File: src/rtl/spi_xfer_arbiter_if.sv
// Request/response and SPI-master bundle for spi_xfer_arbiter.
// The arbiter connects through modport master; requesters and the SPI master side use modport slave.
interface spi_xfer_arbiter_if #(
    parameter int NUM_REQ    = 4,
    parameter int DATA_WIDTH = 16,
    parameter int NUM_SLAVES = 2,
    parameter int SEL_W      = 2
);
    logic [NUM_REQ-1:0]            req;
    logic [NUM_REQ*SEL_W-1:0]      req_slave;
    logic [NUM_REQ*DATA_WIDTH-1:0] req_data;
    logic [NUM_REQ-1:0]            done;
    logic [DATA_WIDTH-1:0]         rsp_data;
    logic                          rsp_err;
    logic                          m_start;
    logic [DATA_WIDTH-1:0]         m_tx_data;
    logic [NUM_SLAVES-1:0]         m_ss_sel;
    logic                          m_busy;
    logic                          m_done;
    logic [DATA_WIDTH-1:0]         m_rx_data;
    logic                          active;

    modport master (
        input  req, req_slave, req_data, m_busy, m_done, m_rx_data,
        output done, rsp_data, rsp_err, m_start, m_tx_data, m_ss_sel, active
    );

    modport slave (
        output req, req_slave, req_data, m_busy, m_done, m_rx_data,
        input  done, rsp_data, rsp_err, m_start, m_tx_data, m_ss_sel, active
    );
endinterface

File: src/rtl/spi_xfer_arbiter.sv
// Round-robin arbiter/sequencer sharing one SPI master between NUM_REQ requesters.
// Optional watchdog on the master completion is enabled by defining SPI_ARB_TIMEOUT_EN.
module spi_xfer_arbiter #(
    parameter int NUM_REQ        = 4,
    parameter int DATA_WIDTH     = 16,
    parameter int NUM_SLAVES     = 2,
    parameter int SEL_W          = 2,
    parameter int TIMEOUT_CYCLES = 1024
) (
    input  logic                clk,
    input  logic                rst_n,
    spi_xfer_arbiter_if.master  bus
);
    localparam int IDX_W = $clog2(NUM_REQ);

    typedef enum logic [1:0] {
        ST_IDLE      = 2'd0,
        ST_LAUNCH    = 2'd1,
        ST_WAIT_DONE = 2'd2,
        ST_RESP      = 2'd3
    } state_t;

    // Returns {found, index} of the first set bit at or above ptr, wrapping.
    // Scanning offsets downward lets the smallest offset overwrite the rest.
    function automatic logic [IDX_W:0] rr_pick(input logic [NUM_REQ-1:0] req_v,
                                               input logic [IDX_W-1:0]   ptr);
        logic             found;
        logic [IDX_W-1:0] idx;
        int               cand;
        found = 1'b0;
        idx   = {IDX_W{1'b0}};
        for (int i = NUM_REQ - 1; i >= 0; i--) begin
            cand = (int'(ptr) + i) % NUM_REQ;
            if (req_v[cand]) begin
                found = 1'b1;
                idx   = IDX_W'(cand);
            end else begin
                found = found;
            end
        end
        return {found, idx};
    endfunction

    function automatic logic [NUM_REQ-1:0] req_onehot(input logic [IDX_W-1:0] idx);
        return NUM_REQ'(1'b1) << idx;
    endfunction

    function automatic logic [NUM_SLAVES-1:0] slave_onehot(input logic [SEL_W-1:0] sel);
        return NUM_SLAVES'(1'b1) << sel;
    endfunction

    state_t                  state_r, state_nxt_s;
    logic [IDX_W-1:0]        win_r, win_nxt_s;
    logic [IDX_W-1:0]        rr_ptr_r, rr_ptr_nxt_s;
    logic [NUM_REQ-1:0]      done_r, done_nxt_s;
    logic [DATA_WIDTH-1:0]   rsp_data_r, rsp_data_nxt_s;
    logic                    rsp_err_r, rsp_err_nxt_s;
    logic                    m_start_r, m_start_nxt_s;
    logic [DATA_WIDTH-1:0]   m_tx_data_r, m_tx_data_nxt_s;
    logic [NUM_SLAVES-1:0]   m_ss_sel_r, m_ss_sel_nxt_s;
    logic                    active_r;

    logic [IDX_W:0]          pick_s;
    logic                    grant_vld_s;
    logic [IDX_W-1:0]        grant_idx_s;
    logic [SEL_W-1:0]        grant_sel_s;
    logic [DATA_WIDTH-1:0]   grant_data_s;
    logic                    cfg_unused_s;

`ifdef SPI_ARB_TIMEOUT_EN
    localparam int CNT_W = $clog2(TIMEOUT_CYCLES) + 1;
    logic [CNT_W-1:0]        cnt_r, cnt_nxt_s;
    logic [CNT_W-1:0]        cnt_inc_s;
    assign cnt_inc_s = cnt_r + CNT_W'(1);
`endif

    // m_busy carries no decision; it is tied into a sink alongside the
    // watchdog limit, which the default build does not use.
    assign cfg_unused_s = bus.m_busy | (TIMEOUT_CYCLES < 2);

    assign pick_s       = rr_pick(bus.req, rr_ptr_r);
    assign grant_vld_s  = pick_s[IDX_W];
    assign grant_idx_s  = pick_s[IDX_W-1:0];
    assign grant_sel_s  = bus.req_slave[grant_idx_s*SEL_W +: SEL_W];
    assign grant_data_s = bus.req_data[grant_idx_s*DATA_WIDTH +: DATA_WIDTH];

    // Next-state and next-output logic; outputs are computed one cycle ahead
    // so that every port comes straight from a flop.
    always_comb begin
        state_nxt_s     = state_r;
        win_nxt_s       = win_r;
        rr_ptr_nxt_s    = rr_ptr_r;
        done_nxt_s      = {NUM_REQ{1'b0}};
        rsp_data_nxt_s  = rsp_data_r;
        rsp_err_nxt_s   = rsp_err_r;
        m_start_nxt_s   = 1'b0;
        m_tx_data_nxt_s = m_tx_data_r;
        m_ss_sel_nxt_s  = m_ss_sel_r;
`ifdef SPI_ARB_TIMEOUT_EN
        cnt_nxt_s       = cnt_r;
`endif
        case (state_r)
            ST_IDLE: begin
                if (grant_vld_s) begin
                    win_nxt_s = grant_idx_s;
                    if (int'(grant_sel_s) >= NUM_SLAVES) begin
                        state_nxt_s    = ST_RESP;
                        done_nxt_s     = req_onehot(grant_idx_s);
                        rsp_data_nxt_s = {DATA_WIDTH{1'b0}};
                        rsp_err_nxt_s  = 1'b1;
                    end else begin
                        state_nxt_s     = ST_LAUNCH;
                        m_start_nxt_s   = 1'b1;
                        m_tx_data_nxt_s = grant_data_s;
                        m_ss_sel_nxt_s  = slave_onehot(grant_sel_s);
                    end
                end else begin
                    state_nxt_s = ST_IDLE;
                end
            end
            ST_LAUNCH: begin
                state_nxt_s = ST_WAIT_DONE;
`ifdef SPI_ARB_TIMEOUT_EN
                cnt_nxt_s   = {CNT_W{1'b0}};
`endif
            end
            ST_WAIT_DONE: begin
                if (bus.m_done) begin
                    state_nxt_s    = ST_RESP;
                    done_nxt_s     = req_onehot(win_r);
                    rsp_data_nxt_s = bus.m_rx_data;
                    rsp_err_nxt_s  = 1'b0;
                end else begin
`ifdef SPI_ARB_TIMEOUT_EN
                    // Completion has priority; the watchdog only fires without m_done.
                    cnt_nxt_s = cnt_inc_s;
                    if (cnt_inc_s == CNT_W'(TIMEOUT_CYCLES - 1)) begin
                        state_nxt_s    = ST_RESP;
                        done_nxt_s     = req_onehot(win_r);
                        rsp_data_nxt_s = {DATA_WIDTH{1'b0}};
                        rsp_err_nxt_s  = 1'b1;
                    end else begin
                        state_nxt_s = ST_WAIT_DONE;
                    end
`else
                    state_nxt_s = ST_WAIT_DONE;
`endif
                end
            end
            ST_RESP: begin
                state_nxt_s    = ST_IDLE;
                m_ss_sel_nxt_s = {NUM_SLAVES{1'b0}};
                rr_ptr_nxt_s   = (win_r == IDX_W'(NUM_REQ - 1)) ? {IDX_W{1'b0}}
                                                                : win_r + IDX_W'(1);
            end
            default: begin
                state_nxt_s = ST_IDLE;
            end
        endcase
    end

    // State, arbitration pointer and output registers.
    always_ff @(posedge clk or negedge rst_n) begin
        if (!rst_n) begin
            state_r     <= ST_IDLE;
            win_r       <= {IDX_W{1'b0}};
            rr_ptr_r    <= {IDX_W{1'b0}};
            done_r      <= {NUM_REQ{1'b0}};
            rsp_data_r  <= {DATA_WIDTH{1'b0}};
            rsp_err_r   <= 1'b0;
            m_start_r   <= 1'b0;
            m_tx_data_r <= {DATA_WIDTH{1'b0}};
            m_ss_sel_r  <= {NUM_SLAVES{1'b0}};
            active_r    <= 1'b0;
        end else begin
            state_r     <= state_nxt_s;
            win_r       <= win_nxt_s;
            rr_ptr_r    <= rr_ptr_nxt_s;
            done_r      <= done_nxt_s;
            rsp_data_r  <= rsp_data_nxt_s;
            rsp_err_r   <= rsp_err_nxt_s;
            m_start_r   <= m_start_nxt_s;
            m_tx_data_r <= m_tx_data_nxt_s;
            m_ss_sel_r  <= m_ss_sel_nxt_s;
            active_r    <= (state_nxt_s != ST_IDLE);
        end
    end

`ifdef SPI_ARB_TIMEOUT_EN
    // Watchdog counter for the wait on master completion.
    always_ff @(posedge clk or negedge rst_n) begin
        if (!rst_n) begin
            cnt_r <= {CNT_W{1'b0}};
        end else begin
            cnt_r <= cnt_nxt_s;
        end
    end
`endif

    assign bus.done      = done_r;
    assign bus.rsp_data  = rsp_data_r;
    assign bus.rsp_err   = rsp_err_r;
    assign bus.m_start   = m_start_r;
    assign bus.m_tx_data = m_tx_data_r;
    assign bus.m_ss_sel  = m_ss_sel_r;
    assign bus.active    = active_r;
endmodule

File: src/flat_wrapper.sv
// flat-port wrapper written by rule: the top's interface ports become plain ports
module spi_xfer_arbiter_flat 
#(
    parameter int NUM_REQ        = 4,
    parameter int DATA_WIDTH     = 16,
    parameter int NUM_SLAVES     = 2,
    parameter int SEL_W          = 2,
    parameter int TIMEOUT_CYCLES = 1024
)
  (clk, rst_n, bus_req, bus_req_slave, bus_req_data, bus_m_busy, bus_m_done, bus_m_rx_data, bus_done, bus_rsp_data, bus_rsp_err, bus_m_start, bus_m_tx_data, bus_m_ss_sel, bus_active);
  spi_xfer_arbiter_if #(.NUM_REQ(NUM_REQ), .DATA_WIDTH(DATA_WIDTH), .NUM_SLAVES(NUM_SLAVES), .SEL_W(SEL_W)) bus_i ();
  input  logic clk;
  input  logic rst_n;
  input wire logic [$bits(bus_i.req)-1:0] bus_req;
  input wire logic [$bits(bus_i.req_slave)-1:0] bus_req_slave;
  input wire logic [$bits(bus_i.req_data)-1:0] bus_req_data;
  input wire logic [$bits(bus_i.m_busy)-1:0] bus_m_busy;
  input wire logic [$bits(bus_i.m_done)-1:0] bus_m_done;
  input wire logic [$bits(bus_i.m_rx_data)-1:0] bus_m_rx_data;
  output wire logic [$bits(bus_i.done)-1:0] bus_done;
  output wire logic [$bits(bus_i.rsp_data)-1:0] bus_rsp_data;
  output wire logic [$bits(bus_i.rsp_err)-1:0] bus_rsp_err;
  output wire logic [$bits(bus_i.m_start)-1:0] bus_m_start;
  output wire logic [$bits(bus_i.m_tx_data)-1:0] bus_m_tx_data;
  output wire logic [$bits(bus_i.m_ss_sel)-1:0] bus_m_ss_sel;
  output wire logic [$bits(bus_i.active)-1:0] bus_active;
  assign bus_i.req = bus_req;
  assign bus_i.req_slave = bus_req_slave;
  assign bus_i.req_data = bus_req_data;
  assign bus_i.m_busy = bus_m_busy;
  assign bus_i.m_done = bus_m_done;
  assign bus_i.m_rx_data = bus_m_rx_data;
  assign bus_done = bus_i.done;
  assign bus_rsp_data = bus_i.rsp_data;
  assign bus_rsp_err = bus_i.rsp_err;
  assign bus_m_start = bus_i.m_start;
  assign bus_m_tx_data = bus_i.m_tx_data;
  assign bus_m_ss_sel = bus_i.m_ss_sel;
  assign bus_active = bus_i.active;
  spi_xfer_arbiter #(.NUM_REQ(NUM_REQ), .DATA_WIDTH(DATA_WIDTH), .NUM_SLAVES(NUM_SLAVES), .SEL_W(SEL_W), .TIMEOUT_CYCLES(TIMEOUT_CYCLES)) u_core (.clk(clk), .rst_n(rst_n), .bus(bus_i));
endmodule
File: config.mk
export PLATFORM = sky130hd
export DESIGN_NAME = spi_xfer_arbiter_flat
export DESIGN_NICKNAME = d
export VERILOG_FILES = /design/src/rtl/spi_xfer_arbiter_if.sv /design/src/rtl/spi_xfer_arbiter.sv /design/src/flat_wrapper.sv
export SDC_FILE = /design/constraint.sdc
export NUM_CORES = 1
export LEC_CHECK = 0
export CORE_MARGIN = 2
export CORE_UTILIZATION = 25
export DETAILED_ROUTE_END_ITERATION = 6
export PLACE_DENSITY = 0.61
export SYNTH_ARGS = -nofsm -noshare
export SYNTH_HDL_FRONTEND = slang
export SYNTH_SLANG_ARGS = --single-unit
File: constraint.sdc
create_clock -name clk -period 2.82 [get_ports clk]
set_input_delay 0.705 -clock clk [delete_from_list [all_inputs] [get_ports clk]]
set_output_delay 0.705 -clock clk [all_outputs]
set_load 0.005 [all_outputs]
# After elaboration in Yosys (flattened, before gate mapping)
# Cells that the tools add are included.
# op_classes
n_reduce_logical,11
n_eq_ne,8
n_mux,42
n_addsub,4
bitwise,4
n_shift,5
order_cmp,5
# op_table
cell,n
64-bit by 7-bit indexed part select with 16-bit output,1
16-bit two-way mux,3
16-bit one-hot mux with 2 select lines,1
1-bit two-way mux,18
2-bit two-way mux,9
"3-bit by 4-bit < comparator with 1-bit output, second input constant",3
4-bit two-way mux,3
1-bit binary-select mux with 2-bit select,4
2-bit one-hot mux with 4 select lines,1
4-bit one-hot mux with 2 select lines,1
8-bit by 4-bit indexed part select with 2-bit output,1
"1-bit by 2-bit left shift with 4-bit output, first input constant",2
"2-bit == test, second input constant",3
3-bit AND reduction,2
2-bit nonzero test,3
2-bit OR reduction,3
"2-bit by 1-bit adder with 2-bit output, second input constant",2
"2-bit adder, second input constant",2
"2-bit by 1-bit inequality test with 1-bit output, second input constant",2
"2-bit inequality test, second input constant",2
2-bit one-hot mux with 2 select lines,1
4-bit AND reduction,1
"1-bit AND, first input constant",3
"2-bit by 3-bit < comparator with 1-bit output, second input constant",1
7 further kinds,7
# totals
regBits,47
inputBits,96
output_inout_bits,41
wordCells,89

# Longest topological paths before layout
# depth
depth_word,16
depth_mapped,10
depth_no_buf,6

# Least setup slack after synthesis
# OpenSTA, ideal clock, no wires.
# synth_path
kind,in2reg
startpoint,in bus_req[2]
endpoint,reg u_core.m_tx_data_r[0] (netlist: u_core.bus.m_tx_data[0])
slack_ns,0.279
stages,8
t_arrival_ns,2.416
required_time_ns,2.695
setup_ns,0.125
cell_sequence,mux2i_1 -> nor2_1 -> or3_1 -> buf_6 -> a211o_4 -> a21oi_4 -> buf_12 -> mux2_4
# synth_between
elab_chain_cells,11
elab_cells_between_ends,24
# synth_lines
item,line,text
"start, declared",flat_wrapper.sv:14,input wire logic [$bits(bus_i.req)-1:0] bus_req;
1-bit binary-select mux with 2-bit select,spi_xfer_arbiter.sv:34,if (req_v[cand]) begin
1-bit two-way mux (not written as such) (2 in a row),spi_xfer_arbiter.sv:34,
2-bit two-way mux (4 in a row),spi_xfer_arbiter.sv:34,
8-bit by 4-bit indexed part select with 2-bit output,spi_xfer_arbiter.sv:84,assign grant_sel_s = bus.req_slave[grant_idx_s*SEL_W +: SEL_W];
2-bit >= comparator,spi_xfer_arbiter.sv:106,if (int'(grant_sel_s) >= NUM_SLAVES) begin
1-bit inverter (no source line),-,
3-bit AND reduction (no source line),-,
"end signal, assigned",spi_xfer_arbiter.sv:172,m_tx_data_r <= {DATA_WIDTH{1'b0}};
"end signal, assigned",spi_xfer_arbiter.sv:183,m_tx_data_r <= m_tx_data_nxt_s;
"end, declared",spi_xfer_arbiter.sv:59,"logic [DATA_WIDTH-1:0] m_tx_data_r, m_tx_data_nxt_s;"
# Parallel ways exist; a longest one is shown, timed or not. The select of a mux whose other input is x is not followed.
# A chain may end at the register's enable or synchronous reset.

# Worst setup path in the final report
# layout_path
startpoint,in bus_req[3]
endpoint,reg u_core.rsp_data_r[13] (netlist: u_core.bus.rsp_data[13])
# layout_between
elab_chain_cells,11
elab_cells_between_ends,24
# layout_lines
item,line,text
1-bit binary-select mux with 2-bit select,spi_xfer_arbiter.sv:34,
1-bit two-way mux (not written as such) (2 in a row),spi_xfer_arbiter.sv:34,
2-bit two-way mux (4 in a row),spi_xfer_arbiter.sv:34,
8-bit by 4-bit indexed part select with 2-bit output,spi_xfer_arbiter.sv:84,
2-bit >= comparator,spi_xfer_arbiter.sv:106,
2-bit by 1-bit inequality test with 1-bit output (no source line),-,
4-bit AND reduction (no source line) (*),-,
"end signal, assigned",spi_xfer_arbiter.sv:169,rsp_data_r <= {DATA_WIDTH{1'b0}};
"end signal, assigned",spi_xfer_arbiter.sv:180,rsp_data_r <= rsp_data_nxt_s;
"end, declared",spi_xfer_arbiter.sv:56,"logic [DATA_WIDTH-1:0] rsp_data_r, rsp_data_nxt_s;"
# Mark *: on every way between the ends. The rest lies on a longest branch, timed or not. The select of a mux whose other input is x is not followed.

==> impl_metrics.env <==
export IMPL_ir_worst_vdd_v=0.0003171
export IMPL_antenna_left=0
export IMPL_drive_gt1_frac=0.1525
export IMPL_yosysTopAreaCell="dfrtp_1"
export IMPL_crit_chain="clkdlybuf4s50_1 > nor2_1 > or3_4 > buf_4 > and2_0 > a211oi_4 > buf_4 > buf_12 > mux2i_1"
export IMPL_final_nets=502
export IMPL_worstMarginPinSlew_ns=0.5695
export IMPL_fp_dieW_um=109.6
export IMPL_critPathRequiredTime_ns=3.04
export IMPL_regArea_mm2=0.001176
export IMPL_cpLargestDelayFamily="buffers and inverters"
export IMPL_vias=2335
export IMPL_setup_viol=0
export IMPL_crit_buf_inv=4
export IMPL_clock_fmax_mhz=371.4
export IMPL_numPortBuffers=135
export IMPL_start_kind="input port"
export IMPL_first_pass_iters=4
export IMPL_route_detailed_drc=0
export IMPL_grt_pass1_vias=2399
export IMPL_syn_area_per_cell_um2=11.32
export IMPL_r2r_worst_path_cells=9
export IMPL_skew_ns=0.01060
export IMPL_worstSetupPathType="input port to flip-flop"
export IMPL_maxCapViolCount=0
export IMPL_yosys_area_top_type_share=0.4223
export IMPL_ios=137
export IMPL_instances_no_fill=540
export IMPL_dp_hpwl_um=5802
export IMPL_cts_sinks=47
export IMPL_hold_class="input port to async pin"
export IMPL_cp_end_kind="flip-flop"
export IMPL_worst_slack_ns=0.1274
export IMPL_die_y_um=109.6
export IMPL_fillers=1076
export IMPL_start_util=0.2569
export IMPL_grt_pass1_wl_um=11620
export IMPL_antenna_found_initial=0
export IMPL_syn_instance_count=246
export IMPL_final_common_cell="clkdlybuf4s50_1"
export IMPL_synthTopCellsByArea="dfrtp_1 (42%), mux2i_1 (25%), mux2_4 (4.9%), mux2_2 (4.0%), inv_1 (3.2%)"
export IMPL_synthDistinctLibCells=37
export IMPL_finalHoldViolCount=0
export IMPL_cp_max_fo=9
export IMPL_cts_tree="yes"
export IMPL_wirelength_um=7355
export IMPL_yosysWarningCount=0
export IMPL_clkTransAtPathRegs_ns=0.09
export IMPL_r2r_slack_ns=0.48
export IMPL_synth_nets=349
export IMPL_core_area_mm2=0.01084
export IMPL_ys_ff_latch=47
export IMPL_ctsRootBufferMaster="clkbuf_8"
export IMPL_place_congestion=0.7665
export IMPL_cts_hold_buf=0
export IMPL_critPathArrivalTime_ns=2.91
export IMPL_die_area_mm2=0.01200
export IMPL_grt_usage=0.1254
export IMPL_final_cell_mix="clkdlybuf4s50_1 (132), mux2i_1 (69), dfrtp_1 (47)"
export IMPL_grt_max_degree=30
export IMPL_synth_area_mm2=0.002785
export IMPL_tns_ns=0
export IMPL_rsz0062_at_grt="false"
export IMPL_period_share=0.9548
export IMPL_dpl_cell_count=529
export IMPL_numCtsBuffers=5
export IMPL_post_drt_via_cell_ratio=4.324
export IMPL_leakage_uw=0.002047
export IMPL_grt_ovfl_total=0
export IMPL_max_slew_margin_rel=0.6203
export IMPL_power_density_mw_per_mm2=851.5
export IMPL_multi_input_area_mm2=0.001464
export IMPL_htreeDepth=2
export IMPL_drt_iter0_markers=55
export IMPL_ys_seq_area_frac=0.4223
export IMPL_min_period_ns=2.693
export IMPL_cts_path_max_buffers=2
export IMPL_final_max_slew_violation_count=0
export IMPL_outcome="finished clean"
export IMPL_antenna_cells=0
export IMPL_syn_to_final_growth_pct=65.36
export IMPL_post_place_ws_ns=-0.3390
export IMPL_critPathMaxStageDelay_ns=0.57
export IMPL_cp_common_cell="buf_4"
export IMPL_fp_row_count=38
export IMPL_clock_insertion_delay_worst_skew_ns=0.30
export IMPL_wl_per_cell_um=13.62
export IMPL_crit_cells=9
export IMPL_timing_hold_ws_ns=0.3939
export IMPL_crit_slowest_cell="clkdlybuf4s50_1"
-- registers in the layout, indices dropped and copies added (netlist names) --
register / flops
u_core.bus.rsp_data: 16
u_core.bus.m_start: 1
u_core.bus.active: 1
u_core.bus.m_ss_sel: 2
u_core.bus.m_tx_data: 16
u_core.rr_ptr_r: 2
u_core.state_r: 2
u_core.win_r: 2
u_core.bus.done: 4
u_core.bus.rsp_err: 1
-- synth_stat cells --
| library cell | instances |
|---|---|
| a211o_4 | 1 |
| mux2_2 | 10 |
| o21ai_0 | 5 |
| and2_0 | 2 |
| inv_1 | 24 |
| a21boi_0 | 3 |
| mux2i_1 | 69 |
| nor3_1 | 1 |
| a311oi_2 | 1 |
| a21oi_1 | 3 |
| nor3b_1 | 1 |
| clkbuf_1 | 3 |
| o2bb2ai_1 | 2 |
| buf_6 | 2 |
| a2111oi_0 | 1 |
| a22o_1 | 1 |
| or2_0 | 1 |
| a211oi_1 | 3 |
| buf_2 | 6 |
| buf_4 | 1 |
| dfrtp_1 | 47 |
| nor4_1 | 1 |
| nor2b_1 | 1 |
| nand2_1 | 20 |
| buf_12 | 1 |
| nand2b_1 | 3 |
| ha_1 | 7 |
| a21oi_4 | 1 |
| mux2_4 | 9 |
| nor2_1 | 7 |
| a21o_1 | 1 |
| buf_1 | 1 |
| a32o_1 | 3 |
| or3_1 | 1 |
| and2b_1 | 1 |
| o22ai_1 | 1 |
| o211ai_1 | 1 |
-- final timing paths --
path | startpoint | to
max | bus_req[3] | u_core.bus.rsp_data[13]
min | rst_n | u_core.bus.m_tx_data[11]
max reg2reg | u_core.rr_ptr_r[1] | u_core.bus.rsp_data[13]
min reg2reg | u_core.bus.m_tx_data[2] | u_core.bus.m_tx_data[2]
max in group asynchronous | rst_n | u_core.bus.done[0]
min in group clk | u_core.bus.m_tx_data[2] | u_core.bus.m_tx_data[2]
-- logic make-up (layout without fill, tap and decap cells) --
family / after synthesis / in the layout / share of synthesized area
mux: 88 / 88 / 0.3369
flops: 47 / 47 / 0.4223
simple gates: 39 / 39 / 0.06380
buf+inv: 38 / 192 / 0.06649
compound gates: 27 / 27 / 0.07907
fa+ha+maj: 7 / 7 / 0.03145
-- per-layer routing --
metal	global-route usage	routed length [um]	up-vias
met4	0.02712	66	0
met1	0.1482	3051	1105
met3	0.02905	440	6
met5	0	0	-
met2	0.2302	3798	68
li1	-	-	1156
-- cell type report --
class                   instances  area share
inverters                      24     0.01956
multi-input cells             161      0.3178
flip-flops and latches         47      0.2554
clock buffers                   6     0.01793
well taps                     140     0.03803
clock inverters                 2    0.003532
repair buffers                160      0.3477
-- power breakdown --
| part | internal, uW | switching, uW |
|---|---|---|
| clock network | 200 | 228 |
| registers | 941 | 156 |
| logic | 1440 | 959 |
| total | 2580 | 1340 |
-- worst register-to-register path: stages (launching register included) --
cell      delay (ns)
dfrtp_1         0.45
mux2i_1         0.21
nor2_1          0.07
or3_4           0.42
buf_4           0.19
and2_0          0.20
a211oi_4        0.25
buf_4           0.16
buf_12          0.13
mux2i_1         0.21
-- through the flow --
stage / utilization / power, uW / instance area, um2
after floorplan: - / 2418 / 2785
after global placement: 0.4087 / 3380 / 4431
after detailed placement: 0.4087 / 3410 / 4431
after CTS: 0.4220 / 3978 / 4574
after global routing: 0.4249 / 4239 / 4606
final: 0.4249 / 3922 / 4606
-- repair_timing --
action | 4_1_cts | 5_1_grt
resized for setup | 2 | 6
setup buffers | 1 | 1
endpoints found under the setup margin | 4 | 33
pin swaps | 1 | 1
cloned | 1 | 0
No activity file was read; power rests on OpenSTA's default activity.
